==> src/rtl/fetch_unit.sv <==
// fetch_unit: owns the fetch PC, issues reads to a one-cycle synchronous instruction memory,
// buffers {instr, pc} pairs in a small queue and hands them to decode over valid/ready.
// An all-zero instruction word halts fetch; a redirect flushes everything and restarts fetch.
// Optional build macro FETCH_STATS_EN adds stat_fetched / stat_stall counters.
module fetch_unit #(
    parameter int unsigned         PC_WIDTH    = 12,
    parameter int unsigned         INSTR_WIDTH = 32,
    parameter int unsigned         FIFO_DEPTH  = 4,
    parameter logic [PC_WIDTH-1:0] RESET_PC    = '0
) (
    input  logic                   clk,
    input  logic                   rst_n,
    output logic                   imem_req,
    output logic [PC_WIDTH-1:0]    imem_addr,
    input  logic [INSTR_WIDTH-1:0] imem_rdata,
    input  logic                   redirect_valid,
    input  logic [PC_WIDTH-1:0]    redirect_pc,
    output logic                   dec_valid,
    input  logic                   dec_ready,
    output logic [INSTR_WIDTH-1:0] dec_instr,
    output logic [PC_WIDTH-1:0]    dec_pc,
    output logic                   halted
`ifdef FETCH_STATS_EN
    ,
    output logic [31:0]            stat_fetched,
    output logic [31:0]            stat_stall
`endif
);
    localparam int unsigned PtrW = (FIFO_DEPTH > 1) ? $clog2(FIFO_DEPTH) : 1;
    localparam int unsigned CntW = $clog2(FIFO_DEPTH + 1);
    localparam logic [CntW:0] DepthVal = (CntW + 1)'(FIFO_DEPTH);

    typedef enum logic [0:0] {StRun, StHalt} state_e;

    state_e                 state_q, state_d;
    logic [PC_WIDTH-1:0]    pc_q, pc_d;
    logic                   inflight_q, inflight_d;
    logic [PC_WIDTH-1:0]    inflight_pc_q, inflight_pc_d;
    logic [PtrW-1:0]        wr_ptr_q, wr_ptr_d, rd_ptr_q, rd_ptr_d;
    logic [CntW-1:0]        count_q, count_d;
    logic [INSTR_WIDTH-1:0] instr_mem_q [FIFO_DEPTH];
    logic [PC_WIDTH-1:0]    pc_mem_q [FIFO_DEPTH];

    logic            issue, resp_zero, push, pop;
    logic [CntW:0]   occupancy;

    // Credit uses registered count plus the outstanding request; same-cycle pops are ignored.
    assign occupancy = {1'b0, count_q} + {{CntW{1'b0}}, inflight_q};
    assign issue     = rst_n && (state_q == StRun) && !redirect_valid && (occupancy < DepthVal);
    assign resp_zero = inflight_q && (imem_rdata == '0);
    assign push      = inflight_q && !resp_zero && !redirect_valid;
    assign pop       = (count_q != '0) && dec_ready && !redirect_valid;

    assign imem_req  = issue;
    assign imem_addr = pc_q;
    assign dec_valid = (count_q != '0);
    assign dec_instr = instr_mem_q[rd_ptr_q];
    assign dec_pc    = pc_mem_q[rd_ptr_q];
    assign halted    = (state_q == StHalt);

    // Next-state: fetch/queue bookkeeping, then halt, then redirect overriding everything.
    always_comb begin
        state_d       = state_q;
        pc_d          = pc_q;
        inflight_d    = issue;
        inflight_pc_d = issue ? pc_q : inflight_pc_q;
        wr_ptr_d      = wr_ptr_q;
        rd_ptr_d      = rd_ptr_q;
        count_d       = count_q;

        if (issue) pc_d = pc_q + PC_WIDTH'(4);
        if (push)  wr_ptr_d = wr_ptr_q + PtrW'(1);
        if (pop)   rd_ptr_d = rd_ptr_q + PtrW'(1);

        unique case ({push, pop})
            2'b10:   count_d = count_q + CntW'(1);
            2'b01:   count_d = count_q - CntW'(1);
            default: count_d = count_q;
        endcase

        // Zero word: cancel this cycle's request and park the PC just past the zero word.
        if (resp_zero && !redirect_valid) begin
            state_d    = StHalt;
            inflight_d = 1'b0;
            pc_d       = inflight_pc_q + PC_WIDTH'(4);
        end

        if (redirect_valid) begin
            state_d    = StRun;
            pc_d       = redirect_pc;
            inflight_d = 1'b0;
            wr_ptr_d   = '0;
            rd_ptr_d   = '0;
            count_d    = '0;
        end
    end

    // State registers with synchronous active-low reset.
    always_ff @(posedge clk) begin
        if (!rst_n) begin
            state_q       <= StRun;
            pc_q          <= RESET_PC;
            inflight_q    <= 1'b0;
            inflight_pc_q <= '0;
            wr_ptr_q      <= '0;
            rd_ptr_q      <= '0;
            count_q       <= '0;
        end else begin
            state_q       <= state_d;
            pc_q          <= pc_d;
            inflight_q    <= inflight_d;
            inflight_pc_q <= inflight_pc_d;
            wr_ptr_q      <= wr_ptr_d;
            rd_ptr_q      <= rd_ptr_d;
            count_q       <= count_d;
        end
    end

    // Queue storage; cleared on reset so dec_instr/dec_pc read zero.
    always_ff @(posedge clk) begin
        if (!rst_n) begin
            for (int i = 0; i < int'(FIFO_DEPTH); i++) begin
                instr_mem_q[i] <= '0;
                pc_mem_q[i]    <= '0;
            end
        end else if (push) begin
            instr_mem_q[wr_ptr_q] <= imem_rdata;
            pc_mem_q[wr_ptr_q]    <= inflight_pc_q;
        end
    end

`ifdef FETCH_STATS_EN
    logic [31:0] stat_fetched_q, stat_stall_q;

    assign stat_fetched = stat_fetched_q;
    assign stat_stall   = stat_stall_q;

    // Push counter and RUN-state credit-stall counter, both free-running mod 2^32.
    always_ff @(posedge clk) begin
        if (!rst_n) begin
            stat_fetched_q <= '0;
            stat_stall_q   <= '0;
        end else begin
            if (push) stat_fetched_q <= stat_fetched_q + 32'd1;
            if ((state_q == StRun) && !issue && !redirect_valid) begin
                stat_stall_q <= stat_stall_q + 32'd1;
            end
        end
    end
`endif

endmodule

==> config.mk <==
export PLATFORM = sky130hd
export DESIGN_NAME = fetch_unit
export DESIGN_NICKNAME = d
export VERILOG_FILES = /design/src/rtl/fetch_unit.sv
export SDC_FILE = /design/constraint.sdc
export NUM_CORES = 1
export LEC_CHECK = 0
export ABC_AREA = 0
export ABC_CLOCK_PERIOD_IN_PS = 7300
export CORE_MARGIN = 1
export CORE_UTILIZATION = 55
export DETAILED_ROUTE_END_ITERATION = 8
export PLACE_DENSITY = 0.74
export RECOVER_POWER = 25
export SYNTH_ARGS = -nofsm -noshare
export SYNTH_HDL_FRONTEND = slang
export SYNTH_SLANG_ARGS = --single-unit
==> constraint.sdc <==
create_clock -name clk -period 7.3 [get_ports clk]
set_input_delay 1.46 -clock clk [delete_from_list [all_inputs] [get_ports clk]]
set_output_delay 1.46 -clock clk [all_outputs]
set_load 0.02 [all_outputs]
======== Word level (Yosys, flattened, before mapping) ========
Memory sizes are Yosys's and may differ from the RTL's. A register that Yosys moved wholly into a read port is not among the register bits.
Cells that the tools add are included.
storage, ports and cells
  memories ................................ 2
  RAM bits ................................ 176
  input port bits ......................... 48
  output and inout bits ................... 59
  logic and storage cells ................. 58
  register bits after elaboration ......... 33
memories
  name         depth  width  read ports  clocked after Yosys merged registers in  wr ports  line  text
  instr_mem_q  4      32     1           1                                        4         41    logic [INSTR_WIDTH-1:0] instr_mem_q [FIFO_DEPTH];
  pc_mem_q     4      12     1           1                                        4         42    logic [PC_WIDTH-1:0] pc_mem_q [FIFO_DEPTH];
cells by class
  reduce and logical (&&, ||, !) cells .... 19
  bitwise logic cells ..................... 2
  add/sub/neg operators ................... 7
  equal/unequal tests ..................... 2
  mux-type cells .......................... 18
  order comparisons ....................... 1
operators with widths
  operator                                            count
  2-to-1 mux 12 bit                                   4
  zero test 32 bit                                    1
  2-to-1 mux 32 bit                                   1
  OR reduction 32 bit                                 1
  adder 12 x 3 -> 12 bit, second input constant       2
  2-to-1 mux 2 bit                                    6
  OR reduction 12 bit                                 1
  logical AND 1 bit                                   9
  2-to-1 mux 1 bit                                    6
  case mux 3 bit (2 select lines)                     1
  nonzero test 3 bit                                  2
  adder 2 x 1 -> 2 bit, second input constant         2
  adder 3 x 1 -> 4 bit                                1
  < comparator 4 x 3 -> 1 bit, second input constant  1
  adder 3 x 1 -> 3 bit, second input constant         1
  OR reduction 3 bit                                  1
  subtractor 3 x 1 -> 3 bit, second input constant    1
  == test 2 x 1 -> 1 bit, second input constant       1
  == test 2 bit, second input constant                1
  zero test 1 bit                                     2
  inverter 1 bit                                      2
  nonzero test 2 bit                                  1
  OR reduction 2 bit                                  1

======== Depth between registers and ports, before layout ========
  word-level depth ........................ 10
  mapped depth ............................ 12
  mapped depth without buffers ............ 10

======== Worst setup path before layout ========
OpenSTA, ideal clock, no wires.
  path type ............................... input to register
  from .................................... input port imem_rdata[4]
  to ...................................... memory instr_mem_q[0][0], enable pin
  stages on the path ...................... 7
  setup slack ............................. 1112 ps
  arrival ................................. 5676 ps
  required time ........................... 6789 ps
  buffers on the path ..................... 2
  cells stage by stage .................... nor4_2 and4_1 buf_2 a21oi_2 clkbuf_1 inv_1 o31ai_1
RTL lines
  item             line  text
  start, declared  15    input logic [INSTR_WIDTH-1:0] imem_rdata,
  end, declared    41

======== Worst setup path after layout ========
  from .................................... input port imem_rdata[10]
  to ...................................... register pc_q[8] (netlist: imem_addr[8])
on the way
  longest elaborated chain between the ends .. 5
RTL lines
  item                  line  text
  zero test 32 bit *    50    assign resp_zero = inflight_q && (imem_rdata == '0);
  logical AND 1 bit *   50
  logical AND 1 bit *   82    if (resp_zero && !redirect_valid) begin
  2-to-1 mux 12 bit     82
  2-to-1 mux 12 bit     88    if (redirect_valid) begin
  end signal, assigned  110   pc_q <= pc_d;
  end, declared         36    logic [PC_WIDTH-1:0] pc_q, pc_d;
Every way passes the cells marked *; elsewhere a longest branch is shown, timed or not.
A chain may end at the register's enable or synchronous reset.

==> results.cfg <==
[logic_synthesis]
yosysTopAreaCell = edfxtp_1
netlist_top_cells_area = edfxtp_1 (55%), mux4_2 (10%), and2_1 (8.3%), dfxtp_1 (7.3%), and3_1 (2.9%)
synthFlopType = edfxtp_1
ys_ff_latch = 211
synth.yosys.seq_area_share_pct = 62.5
synth_area_mm2 = 0.00958
yosysWarnings = 0
async_reset_ff_share_pct = 0
synth_cells = 674
synth_commonest_cells = edfxtp_1 (176), and2_1 (127), and3_1 (45)
synth_top_cell_area_share_pct = 55.2
syn-num-nets = 725
synth_edf_count = 176
syn_area_per_cell_um2 = 14.2
ys_types = 54
synth_most_common_cell = edfxtp_1

[clock_network]
htree_num_levels = 1
postCtsHoldBufs = 0
clk_path_buf_depth = 3
cts_resized = 0
post-cts-setup-buffer-count = 0
clkSlewWorstSetupHoldPaths_ps = 60
clkSinkCount = 211
cts_tree = done
clk_latency_ps = 490
cts-buffers-inserted = 22
clockRootBuffer = clkbuf_16

[min_path]
worstHoldPathCells = 2
hp-class = register to register

[timing]
max_freq_mhz = 169
setup-violations-final = 0
fin_setup_tns_ps = 0
slew_headroom_pct = -28.2
tightest_slew_ps = 1920
skew_ps = 7.17
slew_violations = 70
rsz0062_at_grt = no
finalHoldViolCount = 0
finalCritPeriodShare_pct = 80.9
finalCriticalPeriod_ps = 5900

[finish]
drive_above_1_share_pct = 14.5
multi_input_area_mm2 = 0.00337
n_fill_cell = 1199
synthToLayoutAreaGrowth_pct = 19.7
final_area_mm2 = 0.0115
seq_area_mm2 = 0.00599
final_nets = 819
insertedDiodeCount = 0

[grt]
grt_usage_pct = 25.0
grt_pass1_wl_um = 34300
grt_start_max_net_pins = 57
overflow = 0
antenna_found_initial = 0
grt_pass1_vias = 6393

[worst_setup_path]
rr_worst_depth = 6
endpoint = imem_addr[8]$_SDFFE_PN0P_
worstPathRequired_ps = 7650
worstSetupStartpoint = imem_rdata[10]
critPathCaptureType = register
crit_type = input pin to register
reg2reg_to = instr_mem_q[1][0]$_SDFFCE_PN0P_
r2r_start = inflight_q$_SDFF_PP0_
reg2reg_slack_ps = 3270
arrival_ps = 6260
startpoint_type = input pin
crit_fanout = 13

[place]
gp_congestion = 0.894
hpwl_um = 12900
io_buffers = 106
place_area_mm2 = 0.0109

[floorplanning]
dieArea_mm2 = 0.0180
num_rows = 47
core-area_mm2 = 0.0168
die_h_um = 134
die_w_um = 134
ios = 107
initial_core_util_pct = 57.0

[route]
num_vias = 6076
drt_iter0_markers = 505
wl_um = 21900
wl_per_cell_um = 21.8
drtAntennaViolNets = 0
avgViaCountPerCell = 6.05
drcViolationCount = 0
first_pass_iters = 5

[power]
power.density_mw_per_mm2 = 227
vdd_drop_max_v = 0.000152
power.leakage_nw = 4.16

[status]
violations = capacitance limit, slew limit
status = finished with violations

[run]
maxCapViolCount = 3
## registers in the layout, indices dropped and copies added, names as in the netlist, named ones only
signal / count
wr_ptr_q: 2
pc_mem_q: 48
rd_ptr_q: 2
imem_addr: 12
instr_mem_q: 128
inflight_q: 1
halted: 1
inflight_pc_q: 12
count_q: 3
## area by class of cell
| type | count | share of cell area, % |
|---|---|---|
| clock inverter | 10 | 0.415 |
| inverter | 9 | 0.295 |
| multi-input combinational | 406 | 29.4 |
| sequential | 211 | 52.2 |
| tap | 220 | 2.40 |
| timing repair buffer | 118 | 9.93 |
| clock buffer | 30 | 5.34 |
## layer usage
layer	vias up	global-route usage [%]	wire (µm)
met3	34	3.06	1370
met5	-	0	0
li1	2700	-	-
met2	267	42.1	10900
met4	0	7.01	357
met1	3075	34.4	9260
## layout by cell type (no fill, tap or decap), types with 5 or more instances in the layout
master           instances
nor4_1                   7
inv_1                    9
xnor2_1                  8
mux4_2                  44
nand2_1                 34
dfxtp_1                 33
dlygate4sd3_1           16
and3_1                  45
a21oi_1                 22
nand3_1                  7
clkdlybuf4s50_1         89
nor2_1                  17
clkbuf_1                 8
a22oi_1                  5
buf_4                   10
o22ai_1                  9
nor3_1                   5
and2_1                 127
xor2_1                   6
o21ai_0                  5
clkinv_1                 5
mux2_2                   5
mux2i_1                 10
clkbuf_16               23
edfxtp_1               176
nor4_2                   6
## how the worst min path moves through the flow
stage,startpoint,to
final,imem_addr[1]$_SDFFE_PN0P_,inflight_pc_q[1]$_SDFFE_PN0P_
after global routing,imem_addr[1]$_SDFFE_PN0P_,inflight_pc_q[1]$_SDFFE_PN0P_
after CTS,imem_addr[1]$_SDFFE_PN0P_,inflight_pc_q[1]$_SDFFE_PN0P_
after detailed placement,imem_addr[1]$_SDFFE_PN0P_,inflight_pc_q[1]$_SDFFE_PN0P_
after global placement,imem_addr[0]$_SDFFE_PN0P_,inflight_pc_q[0]$_SDFFE_PN0P_
after floorplan,inflight_pc_q[10]$_SDFFE_PN0P_,inflight_pc_q[10]$_SDFFE_PN0P_
## power by group
group	leakage (nW)	internal (mW)	switching [mW]
logic	1.72	0.0905	0.114
clock network	0.326	0.587	0.438
registers	2.12	1.35	0.0246
## cell families (layout without fill, tap and decap cells)
logic type                 after synthesis  count (layout)  share of synthesized area [%]
AOI/OAI and AO/OA                       57              57                           3.80
xor gates and xnor gates                14              14                           1.28
adders and majority gates                3               3                          0.470
buffers and inverters                   57             167                           2.49
DFF                                    211             211                           62.5
muxes                                   59              59                           12.0
and+or+nand+nor                        273             273                           17.5
## critical path: stages
cell           delay (ps)
dlygate4sd3_1         590
nor4_1                710
nand4_2               380
nor3_1               1520
mux2_2                410
ha_1                  230
nand2_1                70
nor4_1                390
o22ai_1               160
xnor2_1               200
o22ai_1               120
## metrics by stage
step,setup slack (ps),cells,hold slack (ps),util [%],total power [mW]
5_1_grt,1030,1004,506,68.2,2.67
3_5_place_dp,2200,964,475,64.6,1.61
6_report,1400,1004,479,68.2,2.60
2_1_floorplan,1110,674,457,-,1.50
3_3_place_gp,2290,964,471,64.6,1.60
4_1_cts,2200,1004,486,68.5,2.61
No activity file was read; power rests on OpenSTA's default activity.
